<file path="config.mk">
export PLATFORM = sky130hd
export DESIGN_NAME = rv32m_divider
export DESIGN_NICKNAME = d
export VERILOG_FILES = /design/src/rtl/rv32m_divider.sv
export SDC_FILE = /design/constraint.sdc
export NUM_CORES = 1
export LEC_CHECK = 0
export ABC_AREA = 0
export CORE_UTILIZATION = 40
export CTS_BUF_LIST = sky130_fd_sc_hd__clkbuf_8
export DETAILED_ROUTE_END_ITERATION = 10
export PLACE_DENSITY = 0.59
export SLEW_MARGIN = 10
export SYNTH_ARGS = -nofsm -noshare
export SYNTH_HDL_FRONTEND = slang
export SYNTH_SLANG_ARGS = --single-unit
</file>
<file path="constraint.sdc">
create_clock -name CLK -period 3.25 [get_ports CLK]
set_input_delay 0.65 -clock CLK [delete_from_list [all_inputs] [get_ports CLK]]
set_output_delay 0.65 -clock CLK [all_outputs]
set_load 0.02 [all_outputs]
</file>
<file path="src/rtl/rv32m_divider.sv">
// rtl/rv32m_divider.sv - RV32M DIV/DIVU/REM/REMU unit, radix-2 restoring, one quotient bit per clock
module rv32m_divider (
   input  logic        CLK,
   input  logic        RESET,
   input  logic        START,
   input  logic        FLUSH,
   input  logic [2:0]  FUNCT3,
   input  logic [31:0] DATA1,
   input  logic [31:0] DATA2,
   input  logic [4:0]  RD_IN,
   output logic        BUSY,
   output logic        DONE,
   output logic [31:0] RESULT,
   output logic [4:0]  RD_OUT
);

   typedef enum logic [1:0] {IDLE, CALC, FIX} state_t;

   state_t      state, state_next;
   logic        op_signed, op_rem, sign_a, sign_b, special;
   logic [4:0]  rd_lat;
   logic [4:0]  count;
   logic [32:0] rem;
   logic [31:0] quo;
   logic [31:0] dvsr;

   logic        in_signed, in_rem, div_zero, overflow, accept;
   logic [31:0] abs_a, abs_b;
   logic [33:0] rem_sh, diff;
   logic [31:0] q_fix, r_fix;

   // Codes other than DIV/REM/REMU decode to DIVU.
   assign in_signed = (FUNCT3 == 3'b100) || (FUNCT3 == 3'b110);
   assign in_rem    = (FUNCT3 == 3'b110) || (FUNCT3 == 3'b111);
   assign abs_a     = (in_signed && DATA1[31]) ? (32'd0 - DATA1) : DATA1;
   assign abs_b     = (in_signed && DATA2[31]) ? (32'd0 - DATA2) : DATA2;
   assign div_zero  = (DATA2 == 32'd0);
   assign overflow  = in_signed && (DATA1 == 32'h8000_0000) && (DATA2 == 32'hFFFF_FFFF);
   assign accept    = (state == IDLE) && START && !FLUSH;

   // Remainder stays below the divisor, so the shifted value fits 33 bits; bit 33 is the borrow.
   assign rem_sh = {rem, quo[31]};
   assign diff   = rem_sh - {2'b00, dvsr};

   assign q_fix = (!special && op_signed && (sign_a ^ sign_b)) ? (32'd0 - quo) : quo;
   assign r_fix = (!special && op_signed && sign_a) ? (32'd0 - rem[31:0]) : rem[31:0];

   always_ff @(posedge CLK or negedge RESET) begin
      if (!RESET) state <= IDLE;
      else        state <= state_next;
   end

   always_comb begin
      state_next = state;
      case (state)
         IDLE:    if (START) state_next = (div_zero || overflow) ? FIX : CALC;
         CALC:    if (count == 5'd31) state_next = FIX;
         FIX:     state_next = IDLE;
         default: state_next = IDLE;
      endcase
      if (FLUSH) state_next = IDLE;
   end

   always_ff @(posedge CLK or negedge RESET) begin
      if (!RESET) begin
         op_signed <= 1'b0;
         op_rem    <= 1'b0;
         sign_a    <= 1'b0;
         sign_b    <= 1'b0;
         special   <= 1'b0;
         rd_lat    <= 5'd0;
         count     <= 5'd0;
         rem       <= 33'd0;
         quo       <= 32'd0;
         dvsr      <= 32'd0;
         BUSY      <= 1'b0;
         DONE      <= 1'b0;
         RESULT    <= 32'd0;
         RD_OUT    <= 5'd0;
      end else begin
         BUSY <= (state_next != IDLE);
         DONE <= (state == FIX) && !FLUSH;
         if (accept) begin
            op_signed <= in_signed;
            op_rem    <= in_rem;
            sign_a    <= in_signed && DATA1[31];
            sign_b    <= in_signed && DATA2[31];
            rd_lat    <= RD_IN;
            count     <= 5'd0;
            dvsr      <= abs_b;
            special   <= div_zero || overflow;
            if (div_zero) begin
               quo <= 32'hFFFF_FFFF;
               rem <= {1'b0, DATA1};
            end else if (overflow) begin
               quo <= 32'h8000_0000;
               rem <= 33'd0;
            end else begin
               quo <= abs_a;
               rem <= 33'd0;
            end
         end else if (state == CALC && !FLUSH) begin
            count <= count + 5'd1;
            if (!diff[33]) begin
               rem <= diff[32:0];
               quo <= {quo[30:0], 1'b1};
            end else begin
               rem <= rem_sh[32:0];
               quo <= {quo[30:0], 1'b0};
            end
         end else if (state == FIX && !FLUSH) begin
            RESULT <= op_rem ? r_fix : q_fix;
            RD_OUT <= rd_lat;
         end
      end
   end

endmodule

</file>
Word level (Yosys, flattened, before mapping). Index checks and enable logic that the tools add are counted.

Register bits: 153. Input port bits: 76. Output and inout port bits: 39.

$add $sub $neg: 6. Equal/unequal tests: 8. Muxes and demuxes: 21. Bitwise logic cells: 3. Reductions and logical operators: 21.

Operator list (number): 32-bit two-way mux (10); 1-bit by 32-bit subtractor with 32-bit output (first input constant) (4); 33-bit two-way mux (3); 32-bit == test (second input constant) (2); 34-bit by 32-bit subtractor with 34-bit output (1); 32-bit logical NOT (1); 1-bit logical AND (11); 5-bit two-way mux (2); 3-bit == test (second input constant) (3); 2-bit two-way mux (4); 5-bit by 1-bit adder with 5-bit output (second input constant) (1); 5-bit == test (second input constant) (1); 2-bit case mux with 2 select lines (1); 2-bit nonzero test (2); 1-bit logical OR (3); 3-bit AND reduction (1); 2-bit by 1-bit == test with 1-bit output (second input constant) (1); 2-bit == test (second input constant) (1); 1-bit logical NOT (2); 2-bit logical NOT (1); 1-bit inverter (2); 1-bit two-way mux (1); 1-bit XOR (1).

Depth between registers and ports, before layout.
Depth after elaboration: 10. Mapped depth: 13. Depth with buffers taken out: 12.

Least setup slack after synthesis. No wires, ideal clock.

Path kind: input to register. Start: input port DATA2[12]. End: register rem[13]. Library setup time: 0.083 ns. Arrival: 3.103 ns. Required time: 3.167 ns. Setup slack: 0.064 ns. Stages on the path: 11. Buffers on the path: 3. Cell sequence: or4_4 -> nor4_4 -> nand4_2 -> or3_4 -> or4_4 -> buf_6 -> nor2_8 -> buf_8 -> buf_12 -> a22oi_1 -> o21ai_0.

Word-level cells in the longest chain between the ends: 3.

RTL lines: start: declaration (RTL line 9) `input logic [31:0] DATA2,`; 32-bit logical NOT (RTL line 37) `assign div_zero = (DATA2 == 32'd0);`; 32-bit two-way mux (RTL line 92) `if (div_zero) begin`; 33-bit two-way mux (RTL line 83) `if (accept) begin`; end signal: assignment (RTL line 94) `rem <= {1'b0, DATA1};`; end signal: assignment (RTL line 105) `rem <= diff[32:0];`; end signal: assignment (RTL line 108) `rem <= rem_sh[32:0];`; end: declaration (RTL line 23) `logic [32:0] rem;`.

Every way passes these cells. A chain may end at the register's enable or synchronous reset.

Worst setup path in the final report.
Start: input port DATA2[2]. End: register rem[21].

Same word-level chain as after synthesis.

==> metrics.yaml <==
yosys:
  synth_ff_type: "dfrtp_1"
  synth_top_cells_by_count: "nand2_1, o21ai_0, dfrtp_1"
  synth_top_area_share_pct: 34.17
  syn_avg_cell_area_um2: 7.987
  yosysTopAreaCell: "dfrtp_1"
  synth-seq-cells: 153
  synth_edf_count: 0
  synth_area_um2: 11210
  ys_async_sr_fraction_pct: 100.0
  ys_types: 72
  syn_nets: 1519
  synthCells: 1403
  yosysWarnings: 0
  ys_seq_area_share_pct: 34.17
  ys_top_cells_by_area: "dfrtp_1, o21ai_0, nand2_1"
  synth_most_common_cell: "nand2_1"
detailed_routing:
  wl_per_cell_um: 16.94
  wl_met1_um: 16480
  drt_iter0_drc: 859
  via_per_inst: 5.354
  wirelength_um: 34900
  top_layer_used: "met4"
  detail_route.first_pass.iterations: 5
  route.met3.wl_um: 1476
  antenna_left: 0
  drc_errors: 0
  dr_total_vias: 11029
  dr_wl_met2_um: 15860
placement:
  place_inst: 2023
  place.gp.congestion: 0.9802
  dpl.hpwl_um: 27640
  io_buffers: 114
die:
  die_y_um: 169.4
  num_rows: 60
  initial_core_util_pct: 41.12
  die_w_um: 169.4
  core-area_um2: 27250
  pin_count: 115
  die-area_um2: 28690
setup_path:
  worst-path-buf-inv: 2
  worst_setup_path_end_kind: "flop"
  worstPathMaxFanout: 14
  crit_family: "simple AND/OR/NAND/NOR gates"
  critPathKind: "input port to flop"
  cp_slowest_stage_delay_ns: 0.66
  crit_path_start_kind: "input port"
  critPathSlowestCell: "or4_4"
  path_cells: "clkdlybuf4s50_1, nor4_1, and2_1, nand4_2, or3_4, or4_4, nor2_8, buf_12, a22o_1, a31oi_1, o21ai_0"
  arrival_ns: 3.56
  required_ns: 3.63
sta:
  whs_ns: 0.1755
  hold_viol: 0
  rsz0062_at_grt: "no"
  min_period_over_period_pct: 97.94
  relSlewSlack_pct: 40.82
  clock.fmax_mhz: 314.2
  tightest_slew_ns: 0.8877
  maxSlewViolCount: 0
  worst_clock_skew_ns: 0.01772
  setup_viol: 0
  period_minus_slack_ns: 3.183
clocking:
  numCtsBuffers: 17
  htreeDepth: 4
  cts_hold_buf: 0
  cts_root_buf: "clkbuf_8"
  path_clk_slew_ns: 0.10
  cts_tree: "yes"
  clk_path_buf_depth: 2
  clock-sinks: 153
  worstSkewPairLatency_ns: 0.46
global_routing:
  grt_pass1_vias: 10485
  grt_max_degree: 91
  antenna_found_initial: 0
  grt_usage_pct: 24.83
  gr-total-overflow: 0
  grt_pass1_wl_um: 55990
flow_run:
  maxCapViolCount: 0
final_layout:
  fin_nets: 1791
  antennaDiodeCount: 0
  final_util_pct: 53.89
  drive_gt1_share_pct: 15.82
  final_cells: 2060
  syn2layout_area_growth_pct: 31.05
power:
  ir_worst_vdd_mv: 0.5800
  p_total_w: 0.009292
  powerDensity_nw_per_um2: 632.8
  leakage_nw: 6.521
hold_path:
  hp-class: "input port to async pin"
outcome:
  outcome: "finished clean"
## path summary, 6_finish.rpt
kind	from	endpoint	slack, ns	cells past startpoint
max	DATA2[2]	rem[21]	0.07	11
min	RESET	RESULT[8]	0.18	1
max reg2reg	rem[11]	rem[32]	0.15	12
min reg2reg	rd_lat[2]	RD_OUT[2]	0.47	2
max in group asynchronous	RESET	rd_lat[2]	2.22	3
min in group CLK	rd_lat[2]	RD_OUT[2]	0.47	2
## area by class of cell
| cell class | instances | area (um^2) |
|---|---|---|
| multi-input cells | 1126 | 6949 |
| inverters | 56 | 210.2 |
| clock buffers | 17 | 234.0 |
| repair buffers | 321 | 2844 |
| clock inverters | 15 | 153.9 |
| flip-flops and latches | 153 | 3829 |
| fillers | 2638 | 12570 |
| well taps | 372 | 465.4 |
## per-stage QoR
step / setup TNS, ns / instance area, um^2 / worst slack [ns]
6_report: 0 / 14690 / 0.06707
5_1_grt: 0 / 14690 / 0.002546
4_1_cts: 0 / 14520 / 0.01206
3_5_place_dp: -26.47 / 14130 / -0.4803
3_3_place_gp: -23.36 / 14130 / -0.5961
2_1_floorplan: 0 / 11210 / 0.06430
## power breakdown
| part | internal (W) | total [W] | switching [W] |
|---|---|---|---|
| logic | 0.00234 | 0.00517 | 0.00283 |
| registers | 0.00226 | 0.00267 | 0.000410 |
| clock network | 0.000575 | 0.00146 | 0.000880 |
| total | 0.00517 | 0.00929 | 0.00412 |
## cell families (layout without fill, tap and decap cells)
logic type	Yosys count	count (layout)	synth area share (%)
AND/OR/NAND/NOR	460	460	19.47
adder cells (fa/ha/maj)	40	40	4.533
multiplexers	13	13	1.161
buffers and inverters	124	409	4.511
flip-flops	153	153	34.17
AO/OA/AOI/OAI	470	470	24.98
XOR/XNOR	143	143	11.18
## per-layer routing
| layer | vias to the layer above | GRT usage [%] |
|---|---|---|
| li1 | 5573 | - |
| met1 | 5117 | 34.89 |
| met2 | 288 | 39.77 |
| met3 | 51 | 2.239 |
| met4 | 0 | 8.931 |
| met5 | - | 0 |
## layout by cell type, fill, tap and decap left out, types with 14 or more instances in the layout
| master | Yosys | routed |
|---|---|---|
| a21oi_1 | 106 | 106 |
| clkdlybuf4s50_1 | 0 | 105 |
| nor3_1 | 30 | 28 |
| a31oi_1 | 25 | 25 |
| or3_1 | 14 | 14 |
| ha_1 | 39 | 39 |
| o21ai_1 | 13 | 19 |
| nand2_1 | 205 | 202 |
| and3_1 | 18 | 18 |
| nor2_1 | 96 | 96 |
| dfrtp_1 | 153 | 153 |
| a22oi_1 | 18 | 18 |
| xor2_1 | 65 | 65 |
| buf_4 | 1 | 198 |
| xnor2_1 | 78 | 78 |
| clkbuf_8 | 0 | 17 |
| inv_1 | 55 | 55 |
| o31ai_1 | 21 | 21 |
| o21ai_0 | 189 | 182 |
## sequential cells by signal, indices dropped and copies added (netlist names), 2 cells and up
name,count
RD_OUT,5
RESULT,32
count,5
dvsr,32
quo,32
rd_lat,5
rem,33
state,2
## timing repair
item	CTS	global route
buffers inserted	0	2
pin swaps	0	9
gates resized for setup	1	28
gates cloned	0	3
setup endpoints to repair	1	54
(Power assumes the default switching activity.)
